`config.mk`:
```
export PLATFORM = sky130hd
export DESIGN_NAME = utlb
export DESIGN_NICKNAME = d
export VERILOG_FILES = /design/src/rtl/utlb.sv
export SDC_FILE = /design/constraint.sdc
export NUM_CORES = 1
export LEC_CHECK = 0
export CAP_MARGIN = 30
export CORE_UTILIZATION = 45
export CTS_BUF_LIST = sky130_fd_sc_hd__clkbuf_8
export DETAILED_ROUTE_END_ITERATION = 8
export GPL_TIMING_DRIVEN = 1
export PLACE_DENSITY = 0.66
export SETUP_SLACK_MARGIN = 0.15
export SLEW_MARGIN = 20
export SYNTH_ARGS = -nofsm -noshare
export SYNTH_HDL_FRONTEND = slang
export SYNTH_SLANG_ARGS = --single-unit
export TNS_END_PERCENT = 20
```
`constraint.sdc`:
```
create_clock -name clk -period 6.9 [get_ports clk]
set_input_delay 1.725 -clock clk [delete_from_list [all_inputs] [get_ports clk]]
set_output_delay 1.725 -clock clk [all_outputs]
set_load 0.02 [all_outputs]
```
`src/rtl/utlb.sv`:
```
// Micro-TLB: a small fully associative cache of 4 KB translations in front of the shared main TLB.
// It answers hits in the same cycle and refills misses through a req/ack handshake.
module utlb #(
  parameter int ENTRIES = 4
) (
  input  logic        clk,
  input  logic        resetn,
  input  logic        lookup_valid,
  input  logic [19:0] lookup_vpn,
  input  logic [9:0]  lookup_asid,
  output logic        lookup_ready,
  output logic [19:0] pfn,
  output logic [1:0]  mat,
  output logic        pg_v,
  output logic        pg_d,
  output logic [1:0]  pg_plv,
  output logic        tlb_ne,
  input  logic        flush,
  output logic        mtlb_req,
  output logic [19:0] mtlb_vpn,
  output logic [9:0]  mtlb_asid,
  input  logic        mtlb_ack,
  input  logic        mtlb_found,
  input  logic [19:0] mtlb_pfn,
  input  logic [1:0]  mtlb_mat,
  input  logic        mtlb_v,
  input  logic        mtlb_d,
  input  logic [1:0]  mtlb_plv,
  input  logic        mtlb_g
);
  localparam int IW = $clog2(ENTRIES);
  localparam logic [1:0] IDLE = 2'd0;
  localparam logic [1:0] REQ  = 2'd1;
  localparam logic [1:0] NE   = 2'd2;

  logic [1:0]         state;
  logic               drop;
  logic [IW-1:0]      ptr;
  logic [ENTRIES-1:0] ent_vld;
  logic [ENTRIES-1:0] ent_g;
  logic [19:0]        ent_vpn  [ENTRIES];
  logic [9:0]         ent_asid [ENTRIES];
  logic [25:0]        ent_pay  [ENTRIES];
  logic               hit;
  logic [IW-1:0]      hit_idx;
  logic               fill;

  // Scan from the top so the lowest matching index is the one left standing.
  always_comb begin
    hit     = 1'b0;
    hit_idx = '0;
    for (int i = ENTRIES - 1; i >= 0; i--) begin
      if (ent_vld[i] && (ent_vpn[i] == lookup_vpn) &&
          (ent_g[i] || (ent_asid[i] == lookup_asid))) begin
        hit     = 1'b1;
        hit_idx = i[IW-1:0];
      end
    end
  end

  assign fill     = (state == REQ) && mtlb_ack && !drop && mtlb_found;
  assign mtlb_req = (state == REQ);

  always_ff @(posedge clk or negedge resetn) begin
    if (!resetn) begin
      state     <= IDLE;
      drop      <= 1'b0;
      ptr       <= '0;
      ent_vld   <= '0;
      mtlb_vpn  <= '0;
      mtlb_asid <= '0;
    end else begin
      // A same-cycle flush overrides the fill's valid bit.
      if (flush)
        ent_vld <= '0;
      else if (fill)
        ent_vld[ptr] <= 1'b1;
      if (fill)
        ptr <= ptr + IW'(1);
      case (state)
        IDLE: begin
          if (lookup_valid && !hit) begin
            state     <= REQ;
            mtlb_vpn  <= lookup_vpn;
            mtlb_asid <= lookup_asid;
            drop      <= 1'b0;
          end
        end
        REQ: begin
          // A flush during the refill makes the returning entry stale.
          if (flush)
            drop <= 1'b1;
          if (mtlb_ack)
            state <= (drop || mtlb_found) ? IDLE : NE;
        end
        NE:      state <= IDLE;
        default: state <= IDLE;
      endcase
    end
  end

  always_ff @(posedge clk) begin
    if (fill) begin
      ent_vpn[ptr]  <= mtlb_vpn;
      ent_asid[ptr] <= mtlb_asid;
      ent_g[ptr]    <= mtlb_g;
      ent_pay[ptr]  <= {mtlb_pfn, mtlb_mat, mtlb_v, mtlb_d, mtlb_plv};
    end
  end

  always_comb begin
    lookup_ready = 1'b0;
    tlb_ne       = 1'b0;
    {pfn, mat, pg_v, pg_d, pg_plv} = '0;
    if (state == NE) begin
      lookup_ready = 1'b1;
      tlb_ne       = 1'b1;
    end else if ((state == IDLE) && lookup_valid && hit) begin
      lookup_ready = 1'b1;
      {pfn, mat, pg_v, pg_d, pg_plv} = ent_pay[hit_idx];
    end
  end
endmodule

```
Word-level counts from Yosys, hierarchy flattened. Memories as Yosys holds them, arrays and structs flattened. Index checks and enable logic that the tools add are counted.

Word-level logic and storage cells: 90. Input port bits: 63. Memory bits (writable): 224. Output and inout bits: 59. Memories: 3. Flip-flop bits (word level): 43.

Bitwise gates (word level): 1. Reductions and logical operators: 28. Multiplexer cells: 35. Magnitude comparators: 2. Add/subtract/negate cells: 1. Equality and inequality tests: 13.

Memory list: ent_pay (depth 4, bits a word 26, rd ports 1, clocked after Yosys merged registers in 0, write ports 1, RTL line 43) `logic [25:0] ent_pay [ENTRIES];`; ent_vpn (depth 4, bits a word 20, rd ports 4, clocked after Yosys merged registers in 0, write ports 1, RTL line 41) `logic [19:0] ent_vpn [ENTRIES];`; ent_asid (depth 4, bits a word 10, rd ports 4, clocked after Yosys merged registers in 0, write ports 1, RTL line 42) `logic [9:0] ent_asid [ENTRIES];`.

Operators with widths (number): $eq A20 B20 Y1 (4); $eq A10 B10 Y1 (4); $mux W20 (2); $mux W2 (11); $mux W1 (16); $logic_and A1 B1 Y1 (15); $mux W4 (2); $logic_or A1 B1 Y1 (5); $bwmux W4 (1); $ne A2 B2 Y1 const B (2); $or A4 B4 Y4 (1); $pmux W2 S2 (1); $reduce_and A2 Y1 (2); $reduce_bool A2 Y1 (2); $lt A2 B3 Y1 const B (1); $reduce_and A3 Y1 (1); $add A2 B1 Y2 const B (1); $demux W1 S2 (1); $eq A2 B1 Y1 const B (1); $eq A2 B2 Y1 const B (1); $ge A2 B1 Y1 const B (1); $logic_not A1 Y1 (2); $logic_not A2 Y1 (1); $ne A2 B1 Y1 const B (1); $pmux W1 S2 (1).

Logic depth before layout (Yosys ltp).
Word-level depth: 11. Depth in mapped cells: 10.

Worst setup path after synthesis. No wires, ideal clock.

Path kind: input-to-output. Start: input lookup_vpn[8]. End: output mat[0]. Slack: 1.180 ns. Path buffers: 3. Stages on the path: 10. Data arrival time: 3.995 ns. Required time: 5.175 ns. Cell sequence: clkbuf_1 > xor2_1 > nor4_1 > nand4_1 > or4_1 > a211oi_1 > buf_4 > buf_6 > mux2i_1 > o22ai_1.

Cells in the longest elaborated chain, start to end: 10. Elaborated cells on any way between the ends: 24. Those cells by class: eq/ne (4); mux (10); reduce/logical (9); memory (1).

RTL lines: start: declaration (RTL line 9) `input logic [19:0] lookup_vpn,`; $eq A20 B20 Y1 (RTL line 53) `if (ent_vld[i] && (ent_vpn[i] == lookup_vpn) &&`; $logic_and A1 B1 Y1 (2 in series) (RTL line 53); $mux W2 / $mux W1 (equally long branches) (4 in series) (RTL line 53); $mem_v2 Z4 W26 / $logic_and A1 B1 Y1 (equally long branches); $mux W2 (*) (RTL line 118) `end else if ((state == IDLE) && lookup_valid && hit) begin`; $mux W2 (*) (RTL line 115) `if (state == NE) begin`; end: declaration (RTL line 13) `output logic [1:0] mat,`.

Mark *: on every way between the ends. The rest lies on a longest branch, timed or not.

Worst setup path in the final report.
Start: input lookup_asid[8]. End: output pfn[10].

Cells in the longest elaborated chain, start to end: 10. Elaborated cells on any way between the ends: 24. Those cells by class: eq/ne (4); mux (10); reduce/logical (9); memory (1).

RTL lines: start: declaration (RTL line 10) `input logic [9:0] lookup_asid,`; $eq A10 B10 Y1 (RTL line 54) `(ent_g[i] || (ent_asid[i] == lookup_asid))) begin`; $logic_or A1 B1 Y1 (RTL line 54); $logic_and A1 B1 Y1 (RTL line 53); $mux W2 / $mux W1 (equally long branches) (4 in series) (RTL line 53); $mem_v2 Z4 W26 / $logic_and A1 B1 Y1 (equally long branches); $mux W20 (*) (RTL line 118); $mux W20 (*) (RTL line 115); end: declaration (RTL line 12) `output logic [19:0] pfn,`.

Marks and branches as above.

==> impl_metrics.py <==
metrics = {
    "routing": {
        "dr.pass1.iters": 4,
        "via_per_inst": 4.985,
        "via_count": 5718,
        "drc": 0,
        "routedWlPerCell_um": 19.45,
        "first_iter_violations": 284,
        "drt-total-wl_um": 22300,
        "final_antenna_net_count": 0,
    },
    "worst_setup_path": {
        "reg2reg_slack_ns": 3.99,
        "path_depth": 11,
        "cp_cell_sequence": "clkdlybuf4s50_1, xor2_1, nor4_1, a41oi_1, or4_4, a211oi_4, buf_12, buf_12, mux2i_1, o22ai_1, dlygate4sd2_1",
        "critical-path-top-delay-family": "buffers and inverters",
        "crit_path_max_fanout": 16,
        "max_stage_delay_ns": 0.52,
        "critPathMostFrequentCell": "buf_12",
        "crit_type": "in2out",
        "reg2reg_depth": 8,
        "start_kind": "input pin",
        "cp_data_required_time_ns": 5.18,
        "cp_data_arrival_time_ns": 4.95,
        "crit_path_top_delay_cell": "clkdlybuf4s50_1",
        "path_buf_inv": 4,
        "cp-end-kind": "output pin",
    },
    "run": {
        "maxCapViolCount": 0,
    },
    "clock_network": {
        "cts-htree-levels": 2,
        "cts.sinks": 267,
        "cts_buffer_depth": 3,
        "cts_root_buf": "clkbuf_8",
        "cts_tree": "built",
        "clk_pin_slew_ns": 0.05,
        "cts_buffers": 43,
        "clkLatencyLatePin_ns": 0.54,
    },
    "yosys": {
        "synth.distinct_cells": 38,
        "syn_nets": 692,
        "synth.cell_area_um2": 10840,
        "yosysSeqAreaShare_pct": 72.17,
        "ys_seq_elements": 267,
        "avgSynthCellArea_um2": 17.34,
        "synthCells": 625,
        "synth-edff-count": 228,
        "synth_top_flop_cell": "edfxtp_1",
        "async_flop_share_pct": 14.61,
        "yosys_warnings": 0,
    },
    "power_and_ir_drop": {
        "sw_frac_of_total_pct": 24.01,
        "combPwrFrac_pct": 13.4,
        "power_density_nw_per_um2": 293.6,
        "power_leakage_nw": 4.901,
        "irDropWorstVdd_uv": 177.0,
        "power.switching_mw": 0.9625,
        "clkPwrFrac_pct": 35.0,
        "power_frac_seq_pct": 51.6,
        "cell_internal_pwr_mw": 3.047,
    },
    "cells_and_area": {
        "final_cell_mix": "228 x edfxtp_1, 96 x xor2_1, 93 x clkdlybuf4s50_1, 51 x mux2i_1, 48 x clkbuf_8",
        "stdcell_count": 1147,
        "filler_cell_count": 1836,
        "layout-drive-gt1-share_pct": 18.72,
        "synthToLayoutAreaGrowth_pct": 25.96,
        "post-route-util_pct": 57.99,
        "mostFrequentLayoutCell": "edfxtp_1",
        "insertedDiodeCount": 0,
        "area.sequential_um2": 7823,
        "multi_input_area_um2": 2778,
        "final_net_count": 863,
    },
    "placed_design": {
        "placedCellCount": 1066,
        "hpwl_um": 14530,
        "port_buffers": 121,
        "routabilityCongestion": 0.7640,
    },
    "sta": {
        "hold_violations": 0,
        "max_freq_ghz": 0.1498,
        "period_share_pct": 96.78,
        "fin_tns_setup_ns": 0,
        "clock_skew_ns": 0.02045,
        "setup_viol": 0,
        "drv_slew": 0,
        "max_slew_margin_pct": 48.77,
        "rsz0062_at_grt": "yes",
        "finalCriticalPeriod_ns": 6.678,
        "tightest_slew_ns": 0.7685,
    },
    "global_route": {
        "grt_pass1_wl_um": 33960,
        "antenna_found_initial": 0,
        "grt_start_max_net_pins": 50,
        "grt-busiest-layer": "met2",
        "grt_pass1_vias": 6026,
        "grtUsageMet3_pct": 4.130,
        "use_met1_pct": 24.85,
        "globalRouteMet2Util_pct": 30.85,
        "track_usage_pct": 18.68,
        "gr-total-overflow": 0,
    },
    "floorplan": {
        "fp.dieW_um": 157.2,
        "die_area_um2": 24710,
        "start_util_pct": 46.04,
        "io_pins": 122,
        "die_h_um": 157.2,
        "rows": 56,
        "fp.coreArea_um2": 23540,
    },
    "outcome": {
        "status": "complete, no violations",
    },
    "min_path": {
        "hp-class": "reg2reg",
        "holdPathStages": 1,
    },
}
## synth_stat cells, types with 5 or more instances
master / count / area, um^2
nor2_1: 8 / 30.03
nor4_1: 21 / 131.4
clkbuf_1: 20 / 75.07
dfrtp_1: 39 / 975.9
mux2i_1: 52 / 520.5
nor3_1: 5 / 25.02
nand2_1: 6 / 22.52
inv_1: 5 / 18.77
xor2_1: 96 / 840.8
xnor2_1: 25 / 219.0
buf_6: 8 / 90.09
nand4_1: 7 / 43.79
mux2_4: 28 / 420.4
edfxtp_1: 228 / 6847
buf_2: 13 / 65.06
o22ai_1: 26 / 162.7
## per-layer routing
metal	vias up	routed length [um]
met5	-	0
met4	0	336
met3	28	1246
met2	153	10880
met1	2859	9844
li1	2678	-
## area by class of cell
type                    instances  area share (%)
multi-input cells             308           20.34
flip-flops and latches        267           57.29
well taps                     319           2.923
repair buffers                171           12.66
inverters                       5          0.1375
clock buffers                  48           4.839
clock inverters                29           1.796
## kinds of logic (layout without fill, tap and decap cells)
logic type	count (synthesis)	in the layout	share of synthesized area (%)
buf+inv	50	253	2.874
compound gates	37	37	2.286
xor+xnor	121	121	9.777
fa+ha+maj	4	4	0.4618
flops	267	267	72.17
mux	82	82	8.888
simple gates	64	64	3.544
## registers in the layout, indices dropped and copies added, names as in the netlist
register   flops
drop           1
mtlb_vpn      20
ent_vld        4
ent_asid      40
ptr            2
ent_pay      104
state          2
ent_g          4
mtlb_asid     10
ent_vpn       80
## final timing paths
path	from	to
max	lookup_asid[8]	pfn[10]
max in group asynchronous	resetn	mtlb_vpn[19]$_DFFE_PN0P_
max reg2reg	ent_vpn[2][17]$_DFFE_PP_	mtlb_vpn[17]$_DFFE_PN0P_
min	drop$_DFFE_PN0P_	state[1]$_DFFE_PN0P_
min reg2reg	drop$_DFFE_PN0P_	state[1]$_DFFE_PN0P_
min in group asynchronous	resetn	mtlb_vpn[3]$_DFFE_PN0P_
## timing repair
| action | CTS | global route |
|---|---|---|
| pin swaps | 2 | 2 |
| hold buffers | 0 | 0 |
| resized for setup | 31 | 7 |
| setup buffers | 0 | 1 |
| setup endpoints to repair | 26 | 22 |
| cloned | 0 | 0 |
## power groups by stage
| stage | clock network, mW | logic (mW) | registers [mW] |
|---|---|---|---|
| final | 1.40 | 0.539 | 2.07 |
| after global routing | 1.51 | 0.577 | 2.09 |
| after CTS | 1.44 | 0.540 | 2.07 |
| after detailed placement | 0 | 0.534 | 2.10 |
| after global placement | 0 | 0.525 | 2.09 |
| after floorplan | 0 | 0.230 | 2.14 |
## through the flow
| step | instance area (um^2) | power [mW] | setup WS, ns | hold slack, ns |
|---|---|---|---|---|
| 2_1_floorplan | 10840 | 2.365 | 1.180 | 0.4090 |
| 3_3_place_gp | 12610 | 2.613 | -0.1936 | 0.4211 |
| 3_5_place_dp | 12630 | 2.635 | -0.2410 | 0.4316 |
| 4_1_cts | 13540 | 4.050 | -0.03886 | 0.4590 |
| 5_1_grt | 13650 | 4.173 | 0.1063 | 0.4861 |
| 6_report | 13650 | 4.009 | 0.2224 | 0.4531 |
## worst register-to-register path: cells and delay by family (launching register included)
| family | cells | cell delay, ns |
|---|---|---|
| flops | 1 | 0.38 |
| mux | 1 | 0.44 |
| xor+xnor | 1 | 0.19 |
| simple gates | 5 | 1.62 |
| buf+inv | 1 | 0.16 |
Power figures use the tool's default switching activity.
